### src/rtl/sync_sampler_pkg.sv
// Shared sync sampler parameters and FSM encodings.
package sync_sampler_pkg;

   localparam int MSB_DEF     = 15;
   localparam int CNT_MSB_DEF = 15;

   typedef enum logic [1:0] {
      IDLE = 2'd0,
      RUN  = 2'd1,
      FIN  = 2'd2
   } state_t;

endpackage

### src/rtl/sync_sampler_sat_sub.sv
// Combinational signed subtract y = sat(a - b), clamped to the
// two's complement range of MSB+1 bits.
module sat_sub
   import sync_sampler_pkg::*;
#(
   parameter int MSB = MSB_DEF
) (
   input  logic [MSB:0] a,
   input  logic [MSB:0] b,
   output logic [MSB:0] y
);

   localparam logic [MSB:0] MAXV = {1'b0, {MSB{1'b1}}};
   localparam logic [MSB:0] MINV = {1'b1, {MSB{1'b0}}};

   logic [MSB+1:0] diff;

   // one guard bit; top two bits disagreeing means overflow
   always_comb begin
      diff = {a[MSB], a} - {b[MSB], b};
      unique case (1'b1)
         (diff[MSB+1:MSB] == 2'b01): y = MAXV;
         (diff[MSB+1:MSB] == 2'b10): y = MINV;
         default:                    y = diff[MSB:0];
      endcase
   end

endmodule

### src/rtl/sync_sampler.sv
// Captures a configured number of samples after start, removing
// a latched offset from each with saturation.
module sync_sampler
   import sync_sampler_pkg::*;
#(
   parameter int MSB     = MSB_DEF,
   parameter int CNT_MSB = CNT_MSB_DEF
) (
   input  logic             clk,
   input  logic             rst_n,
   input  logic [MSB:0]     sampler_reg_data_out0,
   input  logic [MSB:0]     sampler_reg_data_out1,
   input  logic             start,
   input  logic [MSB:0]     din,
   input  logic             din_valid,
   output logic [MSB:0]     dout,
   output logic             dout_valid,
   output logic [CNT_MSB:0] sample_cnt,
   output logic             busy,
   output logic             done
);

   state_t           state;
   logic [CNT_MSB:0] num;
   logic [CNT_MSB:0] num_in;
   logic [CNT_MSB:0] cnt_nxt;
   logic [MSB:0]     sub;
   logic [MSB:0]     diff;

   generate
      if (CNT_MSB > MSB) begin : g_ext
         assign num_in = {{(CNT_MSB-MSB){1'b0}}, sampler_reg_data_out0};
      end else begin : g_trunc
         assign num_in = sampler_reg_data_out0[CNT_MSB:0];
      end
   endgenerate

   assign cnt_nxt = sample_cnt + {{CNT_MSB{1'b0}}, 1'b1};

   sat_sub #(
      .MSB (MSB)
   ) u_sat (
      .a (din),
      .b (sub),
      .y (diff)
   );

   always_ff @(posedge clk or negedge rst_n) begin
      if (!rst_n) begin
         state      <= IDLE;
         num        <= '0;
         sub        <= '0;
         dout       <= '0;
         dout_valid <= 1'b0;
         sample_cnt <= '0;
         busy       <= 1'b0;
         done       <= 1'b0;
      end else begin
         dout_valid <= 1'b0;
         done       <= 1'b0;
         case (state)
            IDLE: begin
               if (start) begin
                  num        <= num_in;
                  sub        <= sampler_reg_data_out1;
                  sample_cnt <= '0;
                  if (num_in == '0) begin
                     state <= FIN;
                     done  <= 1'b1;
                  end else begin
                     state <= RUN;
                     busy  <= 1'b1;
                  end
               end
            end
            RUN: begin
               if (din_valid) begin
                  dout       <= diff;
                  dout_valid <= 1'b1;
                  sample_cnt <= cnt_nxt;
                  // last sample: done lands with its dout_valid
                  if (cnt_nxt == num) begin
                     state <= FIN;
                     done  <= 1'b1;
                     busy  <= 1'b0;
                  end
               end
            end
            FIN: begin
               state <= IDLE;
            end
            default: begin
               state <= IDLE;
               busy  <= 1'b0;
            end
         endcase
      end
   end

endmodule

### config.mk
export PLATFORM = sky130hd
export DESIGN_NAME = sync_sampler
export DESIGN_NICKNAME = d
export VERILOG_FILES = /design/src/rtl/sync_sampler_pkg.sv /design/src/rtl/sync_sampler_sat_sub.sv /design/src/rtl/sync_sampler.sv
export SDC_FILE = /design/constraint.sdc
export NUM_CORES = 1
export LEC_CHECK = 0
export BUFFER_PORTS_ARGS = -buffer_cell sky130_fd_sc_hd__buf_2
export CORE_MARGIN = 2
export CORE_UTILIZATION = 30
export CTS_BUF_LIST = sky130_fd_sc_hd__clkbuf_4
export CTS_CLUSTER_SIZE = 14
export DETAILED_ROUTE_END_ITERATION = 7
export PLACE_DENSITY = 0.59
export SYNTH_ARGS = -nofsm -noshare
export SYNTH_HDL_FRONTEND = slang
export SYNTH_HIERARCHICAL = 1
export SYNTH_SLANG_ARGS = --single-unit
### constraint.sdc
create_clock -name clk -period 4.1 [get_ports clk]
set_clock_uncertainty 0.2 [all_clocks]
set_input_delay 1.23 -clock clk [delete_from_list [all_inputs] [get_ports clk]]
set_output_delay 1.23 -clock clk [all_outputs]
set_load 0.005 [all_outputs]
# Word level (Yosys, flattened, before mapping)
# Cells that the tools add are included.
# Widths: inputs -> output; s select.
dict set report classes {
  bitwise_logic 1
  muxes 21
  eq_ne 9
  n_reduce_logical 8
  n_addsub 2
}
# operator count
set op_table {}
lappend op_table {{$pmux 16 s2} 2}
lappend op_table {{$mux 16} 2}
lappend op_table {{$sub 16x16->17} 1}
lappend op_table {{$add 16x1->16 const B} 1}
lappend op_table {{$eq 16x16->1} 1}
lappend op_table {{$logic_not 16->1} 1}
lappend op_table {{$mux 1} 10}
lappend op_table {{$mux 2} 4}
lappend op_table {{$ne 2x2->1 const B} 4}
lappend op_table {{$reduce_and 3->1} 2}
lappend op_table {{$reduce_and 5->1} 1}
lappend op_table {{$eq 2x1->1 const B} 2}
lappend op_table {{$eq 2x2->1 const B} 2}
lappend op_table {{$pmux 2 s2} 1}
lappend op_table {{$reduce_and 2->1} 2}
lappend op_table {{$pmux 1 s3} 1}
lappend op_table {{$logic_not 2->1} 1}
lappend op_table {{$pmux 1 s2} 1}
lappend op_table {{$reduce_bool 2->1} 1}
lappend op_table {{$not 1->1} 1}
dict set report word_totals {
  out_inout_bits 35
  in_bits 52
  elab_cells 49
  register_bits 69
}

# Depth between registers and ports, before layout
# Gate-level depths: netlist of the first run.
dict set report logic_depth {
  word_depth 5
  mapped_depth 17
  depth_no_buf 16
}

# Cells and area by module
# The synthesis of the first run kept the hierarchy.
# module instances cells_per_inst area_each_um2 seq_area_each_um2
set modules_own_cells {}
lappend modules_own_cells {sync_sampler 1 321 3378.2 1726.7}
lappend modules_own_cells {sat_sub 1 167 1113.6 0.0}

# Worst setup path before layout of the first run
# Ideal clock, no wire load.
dict set report synth_timing {
  kind {input-to-reg}
  startpoint {input port din[0]}
  endpoint {register dout[10]}
  setup_time_ns 0.117
  n_path_buf 0
  cell_stages 16
  arrival_time_ns 3.818
  t_required_ns 3.783
  setup_slack_ns -0.036
  path_cell_list {inv_1 ha_1 inv_1 fa_1 a21o_1 a221oi_2 o21a_2 o21ai_1 a31oi_1 ha_1 inv_1 nor2_1 a221oi_1 o211ai_1 nand2_1 nand2_1}
}
dict set report synth_between {
  elab_chain_len 3
  elab_cells_between_ends 4
  classes_between {1 x add/sub; 2 x eq/ne; 1 x mux}
}
# element line
set synth_lines {}
lappend synth_lines {{start, declared} sync_sampler.sv:14} ;# input logic [MSB:0] din,
lappend synth_lines {{$sub 16x16->17 (*)} sync_sampler_sat_sub.sv:20} ;# diff = {a[MSB], a} - {b[MSB], b};
lappend synth_lines {{$eq 2x2->1 / $eq 2x1->1 (equally long branches)} {sync_sampler_sat_sub.sv:23, sync_sampler_sat_sub.sv:22}}
lappend synth_lines {{$pmux 16 s2 (*)} sync_sampler_sat_sub.sv:21} ;# unique case (1'b1)
lappend synth_lines {{via diff[10]} sync_sampler.sv:28} ;# logic [MSB:0] diff;
lappend synth_lines {{end signal, assigned} sync_sampler.sv:78} ;# dout <= diff;
lappend synth_lines {{end, declared} sync_sampler.sv:16} ;# output logic [MSB:0] dout,
# The timed path passes the listed nets; every way through them passes the cells marked *.
# A chain may end at the register's enable or synchronous reset.

# Worst setup path in the final report of the first run
dict set report layout_timing {
  startpoint {input port din[0]}
  endpoint {register dout[15]}
}
# Same word-level chain as after synthesis.

==> flow_summary_export.csv, run 1 <==
group,metric,value,unit
place,finalWeightedCongestion,0.8689,
clock_network,clock_sink_count,69,
run_status,run_status,"completed",
floorplanning,die_area,15970,µm²
yosys,ys_top_cells_by_count,"sky130_fd_sc_hd__nand2_1, sky130_fd_sc_hd__dfrtp_1, sky130_fd_sc_hd__mux2_2, sky130_fd_sc_hd__o21ai_0, sky130_fd_sc_hd__inv_1",
power,pwr_density_cell,471.7,nW/µm²
sta,max-slew-margin-rel,40.39,%
floorplanning,die_width,126.4,µm
job,drv_cap,0,
worst_hold_path,timing.hold.worst.start,"dout[2]",
yosys,netlist.area_leader.share,38.44,%
sta,fmax,256.2,MHz
yosys,yosys_warnings,6,
final_layout,layout-area-overhead-vs-synth,21.78,%
routing,drt-initial-drc-count,267,
sta,timing.final.hold_violations,0,
place,buffer_ports.inserted,86,
place,detailedPlacementHpwl,9.627,mm
floorplanning,io_pins,87,
final_layout,nets,659,
global_route,grt_first_pass_wirelength,20.31,mm
global_route,grt_start_max_net_pins,38,
yosys,post_synth.cell_area_avg,9.205,µm²
final_layout,n_fill_cell,1478,
place,placed_area,5245,µm²
worst_hold_path,hp-class,"reg -> reg",
global_route,grt_pass1_vias,3951,
worst_hold_path,timing.hold.worst_path_depth,2,
setup_path,timing.setup.critical_path_class,"in -> reg",
final_layout,final_area,5470,µm²
clock_network,cts-buffers-inserted,9,
routing,wire_per_inst,15.68,µm
global_route,groute.usage.overall,15.65,%
sta,setup-violations-final,0,
yosys,ys_ff_latch,69,
power,vdd.ir_drop.worst,142.6,µV
setup_path,crit_path_start_kind,"input port",
setup_path,timing.critical_path.required,4.23,ns
setup_path,startpoint,"din[0]",
global_route,antenna_found_initial,2,
sta,timing_max_transition_violations_final,0,
sta,period_needed,3.904,ns
yosys,synth_top_area_cell,"sky130_fd_sc_hd__dfrtp_1",
yosys,synthDistinctLibCells,71,
setup_path,cp_max_fo,7,
floorplanning,die_height,126.4,µm
power,power_leakage,2.596,nW
yosys,asyncSetResetFlopFracSynth,100.0,%
final_layout,finalCoreUtilization,37.50,%
yosys,synth_area,4492,µm²
clock_network,path_clk_slew,0.11,ns
final_layout,share_of_layout_cells_above_drive_strength_1,30.41,%
yosys,mappedNetlistNets,560,
yosys,seq_area_frac_synth,38.44,%
floorplanning,core.rowCount,44,
yosys,yosys.cell_count.top_type,"sky130_fd_sc_hd__nand2_1",
worst_hold_path,timing.hold.worst_endpoint,"dout[2]",
clock_network,clock_latency,0.43,ns
yosys,synth.area.top_cells,"sky130_fd_sc_hd__dfrtp_1, sky130_fd_sc_hd__mux2_2, sky130_fd_sc_hd__nand2_1",
setup_path,number_of_cells_on_the_worst_reg_to_reg_path,14,
sta,unrepaired_setup_endpoints_after_global_routing,"false",
routing,route.antenna.remaining_nets,0,
floorplanning,floorplan.initialDensity,30.79,%
routing,post_drt_via_cell_ratio,5.108,
sta,finalHoldWorstSlack,0.2823,ns
setup_path,ff2ff_setup_slack,0.79,ns
clock_network,postCtsSetupRepairBufs,0,
routing,drtPass1Iterations,5,
setup_path,timing.critical_path.to_type,"register",
sta,post-route-period-util,95.21,%
routing,route.vias.total,3974,
yosys,synth-edff-count,0,
clock_network,htree_levels,3,
sta,worst_pin_slew,0.8908,ns
setup_path,critical_path.reg2reg.startpoint,"sub[0]",
clock_network,clock_tree.buffer_depth,2,
setup_path,r2r_end,"dout[15]",
global_route,grt_overflow_total,0,
routing,totalWireLength,12.20,mm
floorplanning,coreArea,14590,µm²
routing,drc_errors,0,
clock_network,cts_tree,"built",
clock_network,cts_root_buf,"sky130_fd_sc_hd__clkbuf_4",
setup_path,critical_path_arrival,4.03,ns
power,total_power,2.580,mW
yosys,primary_ff_master_synth,"sky130_fd_sc_hd__dfrtp_1",
yosys,synth_cells,488,
==> kinds of logic (layout without fill, tap and decap cells) <==
group | count (synthesis) | in the layout | share of synthesized area (%)
other | 0 | 2 | 0
and+or+nand+nor | 169 | 169 | 18.91
adders and majority gates | 20 | 20 | 5.738
DFF | 69 | 69 | 38.44
muxes | 33 | 33 | 8.245
xor gates and xnor gates | 26 | 26 | 5.070
buffers and inverters | 53 | 157 | 5.376
AOI/OAI and AO/OA | 118 | 118 | 18.22
==> report_power, final <==
part	switching (mW)	internal (mW)	total [mW]	leakage [nW]
Sequential	0.133	0.818	0.951	0.870
Combinational	0.521	0.471	0.992	1.62
Clock	0.259	0.378	0.637	0.111
==> critical path, cell delays in order <==
cell and delay [ns]:
sky130_fd_sc_hd__buf_2 0.10, sky130_fd_sc_hd__inv_1 0.06, sky130_fd_sc_hd__ha_1 0.17, sky130_fd_sc_hd__inv_1 0.06, sky130_fd_sc_hd__fa_1 0.38, sky130_fd_sc_hd__a21o_1 0.19
sky130_fd_sc_hd__a221oi_2 0.29, sky130_fd_sc_hd__o21a_2 0.17, sky130_fd_sc_hd__o21ai_1 0.07, sky130_fd_sc_hd__a31oi_1 0.19, sky130_fd_sc_hd__ha_2 0.35, sky130_fd_sc_hd__buf_4 0.16
sky130_fd_sc_hd__a32o_1 0.23, sky130_fd_sc_hd__a211o_1 0.26, sky130_fd_sc_hd__nand2_1 0.06, sky130_fd_sc_hd__nand2_1 0.05
==> flip-flops by register name (all words and copies together), names as in the netlist <==
| register | count |
|---|---|
| done | 1 |
| busy | 1 |
| sample_cnt | 16 |
| dout_valid | 1 |
| num | 16 |
| sub | 16 |
| state | 2 |
| dout | 16 |
==> what timing repair did <==
action,in CTS,in global routing
resized for setup,0,3
hold buffers,0,0
endpoints found under the setup margin,0,2
==> layout make-up <==
type                       instances  area [µm²]  area share [%]
antenna                            2       5.005         0.09149
clock buffer                      10       75.07           1.372
clock inverter                     6       133.9           2.447
inverter                          26       100.1           1.830
multi-input combinational        366        2539           46.41
sequential                        69        1727           31.56
tap                              184       230.2           4.209
timing repair buffer             115       660.6           12.08
==> how the worst max path moves through the flow <==
| stage | end | slack [ns] | cells after the start |
|---|---|---|---|
| after floorplan | dout[10] | 0.009 | 15 |
| after global placement | dout[15] | -0.24 | 16 |
| after detailed placement | dout[10] | -0.32 | 17 |
| after CTS | dout[10] | 0.13 | 17 |
| after global routing | dout[10] | 0.008 | 17 |
| final | dout[15] | 0.20 | 16 |
==> placed cells by master (no fill, tap or decap), types with 4 or more instances in the layout <==
cell,count
sky130_fd_sc_hd__ha_1,18
sky130_fd_sc_hd__bufinv_16,4
sky130_fd_sc_hd__a21o_1,6
sky130_fd_sc_hd__nand4_1,11
sky130_fd_sc_hd__a211o_1,4
sky130_fd_sc_hd__buf_4,28
sky130_fd_sc_hd__inv_1,24
sky130_fd_sc_hd__nor2_1,15
sky130_fd_sc_hd__nor4_1,8
sky130_fd_sc_hd__clkbuf_4,10
sky130_fd_sc_hd__nand3_1,15
sky130_fd_sc_hd__o31ai_1,7
sky130_fd_sc_hd__nor2b_1,6
sky130_fd_sc_hd__a31oi_1,4
sky130_fd_sc_hd__and3_1,8
sky130_fd_sc_hd__buf_2,86
sky130_fd_sc_hd__xor2_1,11
sky130_fd_sc_hd__nand2_1,76
sky130_fd_sc_hd__o21ai_1,8
sky130_fd_sc_hd__o211ai_1,4
sky130_fd_sc_hd__dfrtp_1,69
sky130_fd_sc_hd__a21oi_1,23
sky130_fd_sc_hd__o21ai_0,28
sky130_fd_sc_hd__nor3_1,4
sky130_fd_sc_hd__xnor2_1,15
sky130_fd_sc_hd__mux2_2,32
==> routing by layer <==
layer,track usage (%),share of wire (%),vias to the layer above
li1,-,-,1973
met1,23.03,51,1883
met2,22.77,42,99
met3,3.248,5.0,19
met4,5.365,1.9,0
met5,0,0,-
==> through the flow <==
stage	TNS (ns)	setup WS, ns	instances
2_1_floorplan	0	0.009258	488
5_1_grt	0	0.008414	777
3_5_place_dp	-2.344	-0.3186	760
6_report	0	0.1963	778
4_1_cts	0	0.1345	776
3_3_place_gp	-1.705	-0.2385	760
(Power assumes the default switching activity.)
==> run 2, diff against run 1 <==
Settings changed: BUFFER_PORTS_ARGS -buffer_cell sky130_fd_sc_hd__buf_2 to -buffer_cell sky130_fd_sc_hd__buf_4.
==> run 2 against run 1 <==
Cell count increased by 0.39%. Flip-flop and latch count unchanged. Sequential share of layout area decreased by 0.96 points. Total power decreased by 2.6%. Register-to-register slack about the same. Critical path type unchanged. Via count increased by 1.5%. Combinational power increased by 8%. Largest cell class unchanged. Setup slack got worse by 0.011 ns. Maximum frequency decreased by 0.28%. Clock power decreased by 24%. Global-route usage increased by 0.11 points. Hold slack improved by 0.013 ns. Highest routed layer unchanged.
==> flow_summary_export.csv, run 2 (synthesis gave the netlist of run 1 again) <==
group,metric,value,unit
run_status,run_status,"completed",
power,switching_power,0.9574,mW
sta,unrepaired_setup_endpoints_after_global_routing,"false",
setup_path,crit_path_start_kind,"input port",
floorplanning,core.rowCount,44,
clock_network,cts_tree,"built",
routing,post_drt_via_cell_ratio,5.163,
final_layout,layout.cells.most_common_list,"sky130_fd_sc_hd__buf_4, sky130_fd_sc_hd__nand2_1, sky130_fd_sc_hd__dfrtp_1, sky130_fd_sc_hd__mux2_2, sky130_fd_sc_hd__o21ai_0",
final_layout,layout-area-overhead-vs-synth,25.60,%
setup_path,number_of_cells_on_the_worst_reg_to_reg_path,14,
global_route,antenna_found_initial,1,
sta,max-slew-margin-rel,39.59,%
place,detailedPlacementHpwl,9.763,mm
routing,drtPass1Iterations,5,
setup_path,worst_path_dominant_cell_family,"compound AO/OA/AOI/OAI gates",
global_route,grt_first_pass_wirelength,20.28,mm
floorplanning,io_pins,87,
setup_path,critical_path.reg2reg.startpoint,"sub[0]",
place,finalWeightedCongestion,0.8793,
worst_hold_path,timing.hold.worst_path_depth,2,
routing,drc_errors,0,
clock_network,cts-buffers-inserted,9,
place,placedCellCount,763,
power,switching_share,38.09,%
routing,route.vias.total,4032,
floorplanning,floorplan.initialDensity,30.79,%
global_route,grt_start_max_net_pins,70,
place,buffer_ports.inserted,86,
final_layout,nets,663,
clock_network,htree_levels,3,
worst_hold_path,hp-class,"reg -> reg",
job,drv_cap,0,
power,vdd.ir_drop.worst,131.1,µV
setup_path,timing.critical_path.required,4.25,ns
setup_path,worstSetupPathDepth,16,
final_layout,finalCoreUtilization,38.67,%
sta,setup-violations-final,0,
final_layout,share_of_layout_cells_above_drive_strength_1,31.04,%
clock_network,path_clk_slew,0.13,ns
power,power_report.internal_total,1.556,mW
setup_path,timing.setup.critical_path_class,"in -> reg",
sta,finalHoldWorstSlack,0.2954,ns
clock_network,cts_root_buf,"sky130_fd_sc_hd__clkbuf_4",
final_layout,n_fill_cell,1451,
routing,wire_per_inst,16.00,µm
setup_path,cp_max_fo,7,
worst_hold_path,timing.hold.worst.start,"dout[8]",
setup_path,crit_buf_inv,4,
sta,fmax,255.4,MHz
floorplanning,die_area,15970,µm²
routing,totalWireLength,12.50,mm
floorplanning,coreArea,14590,µm²
setup_path,crit_path_max_incr_delay,0.37,ns
floorplanning,die_height,126.4,µm
worst_hold_path,timing.hold.worst_endpoint,"dout[8]",
floorplanning,die_width,126.4,µm
final_layout,mostFrequentLayoutCell,"sky130_fd_sc_hd__buf_4",
setup_path,worstPathCellList,"buf_4 -> inv_1 -> ha_2 -> inv_1 -> fa_1 -> a21o_1 -> a221oi_2 -> o21a_2 -> o21ai_1 -> a31oi_1 -> ha_2 -> buf_4 -> a32o_1 -> a211o_1 -> nand2_1 -> nand2_1",
clock_network,clock_sink_count,69,
global_route,groute.usage.overall,15.76,%
sta,timing_max_transition_violations_final,0,
routing,route.antenna.remaining_nets,0,
power,pwr_density_cell,445.5,nW/µm²
setup_path,timing.critical_path.to_type,"register",
power,p_clk_share,19.2,%
routing,drt-initial-drc-count,277,
power,power_leakage,2.629,nW
sta,post-route-period-util,95.48,%
clock_network,hold_buffers,0,
sta,timing.final.hold_violations,0,
clock_network,clock_latency,0.45,ns
sta,worst_pin_slew,0.9028,ns
final_layout,finalNonFillerCells,781,
setup_path,ff2ff_setup_slack,0.78,ns
setup_path,critical_path_arrival,4.06,ns
power,p_comb_share,42.7,%
global_route,grt_pass1_vias,3856,
setup_path,r2r_end,"dout[15]",
sta,period_needed,3.915,ns
setup_path,critPathSlowestCell,"sky130_fd_sc_hd__fa_1",
clock_network,clock_tree.buffer_depth,2,
power,sequential_fraction_of_design_power,38.1,%
global_route,grt_overflow_total,0,
==> run 2: worst max path at each step <==
| stage | end | slack [ns] | startpoint |
|---|---|---|---|
| 5_1_grt | dout[10] | 0.04 | din[0] |
| 2_1_floorplan | dout[10] | 0.009 | din[0] |
| 3_3_place_gp | dout[15] | -0.25 | din[0] |
| 6_report | dout[15] | 0.19 | din[0] |
| 4_1_cts | dout[10] | 0.13 | din[0] |
| 3_5_place_dp | dout[10] | -0.35 | din[0] |
==> run 2: layout make-up <==
cell class | instances | area (µm²) | share of cell area [%]
multi-input cells | 366 | 2541 | 45.04
flip-flops and latches | 69 | 1727 | 30.61
repair buffers | 119 | 893.4 | 15.84
well taps | 184 | 230.2 | 4.081
inverters | 26 | 100.1 | 1.774
clock inverters | 7 | 80.08 | 1.419
clock buffers | 9 | 67.56 | 1.198
diodes | 1 | 2.502 | 0.04436
==> run 2: through the flow <==
stage	TNS, ns	area, µm²	total power [mW]	setup WS [ns]
final	0	5642	2.514	0.1852
after global routing	0	5642	2.700	0.03783
after CTS	0	5618	2.524	0.1341
after detailed placement	-2.839	5470	2.037	-0.3460
after global placement	-2.103	5470	2.010	-0.2529
after floorplan	0	4492	1.568	0.009258
==> run 2: repair_timing <==
| item | CTS | global route |
|---|---|---|
| setup endpoints to repair | 0 | 4 |
| setup buffers | 0 | 1 |
| resized for setup | 0 | 4 |
==> run 2: worst register-to-register path: cells and delay by family, from the launching register on <==
kind | cells | cell delay [ns]
flops | 1 | 0.38
compound gates | 7 | 1.41
simple gates | 2 | 0.11
buf+inv | 2 | 0.21
fa+ha+maj | 3 | 0.92
==> run 2: power by group through the flow <==
stage                     logic (mW)  registers, mW  clock network [mW]
after floorplan                0.650          0.919                   0
after global placement          1.04          0.966                   0
after detailed placement        1.06          0.978                   0
after CTS                       1.06          0.964               0.498
after global routing            1.19          0.988               0.523
final                           1.07          0.958               0.483
==> run 2: per-layer routing <==
metal / global-route usage, % / share of wire [%] / up-vias
li1: - / - / 1968
met1: 23.23 / 50 / 1943
met2: 23.09 / 43 / 108
met3: 2.826 / 4.9 / 13
met4: 5.688 / 1.6 / 0
met5: 0 / 0 / -
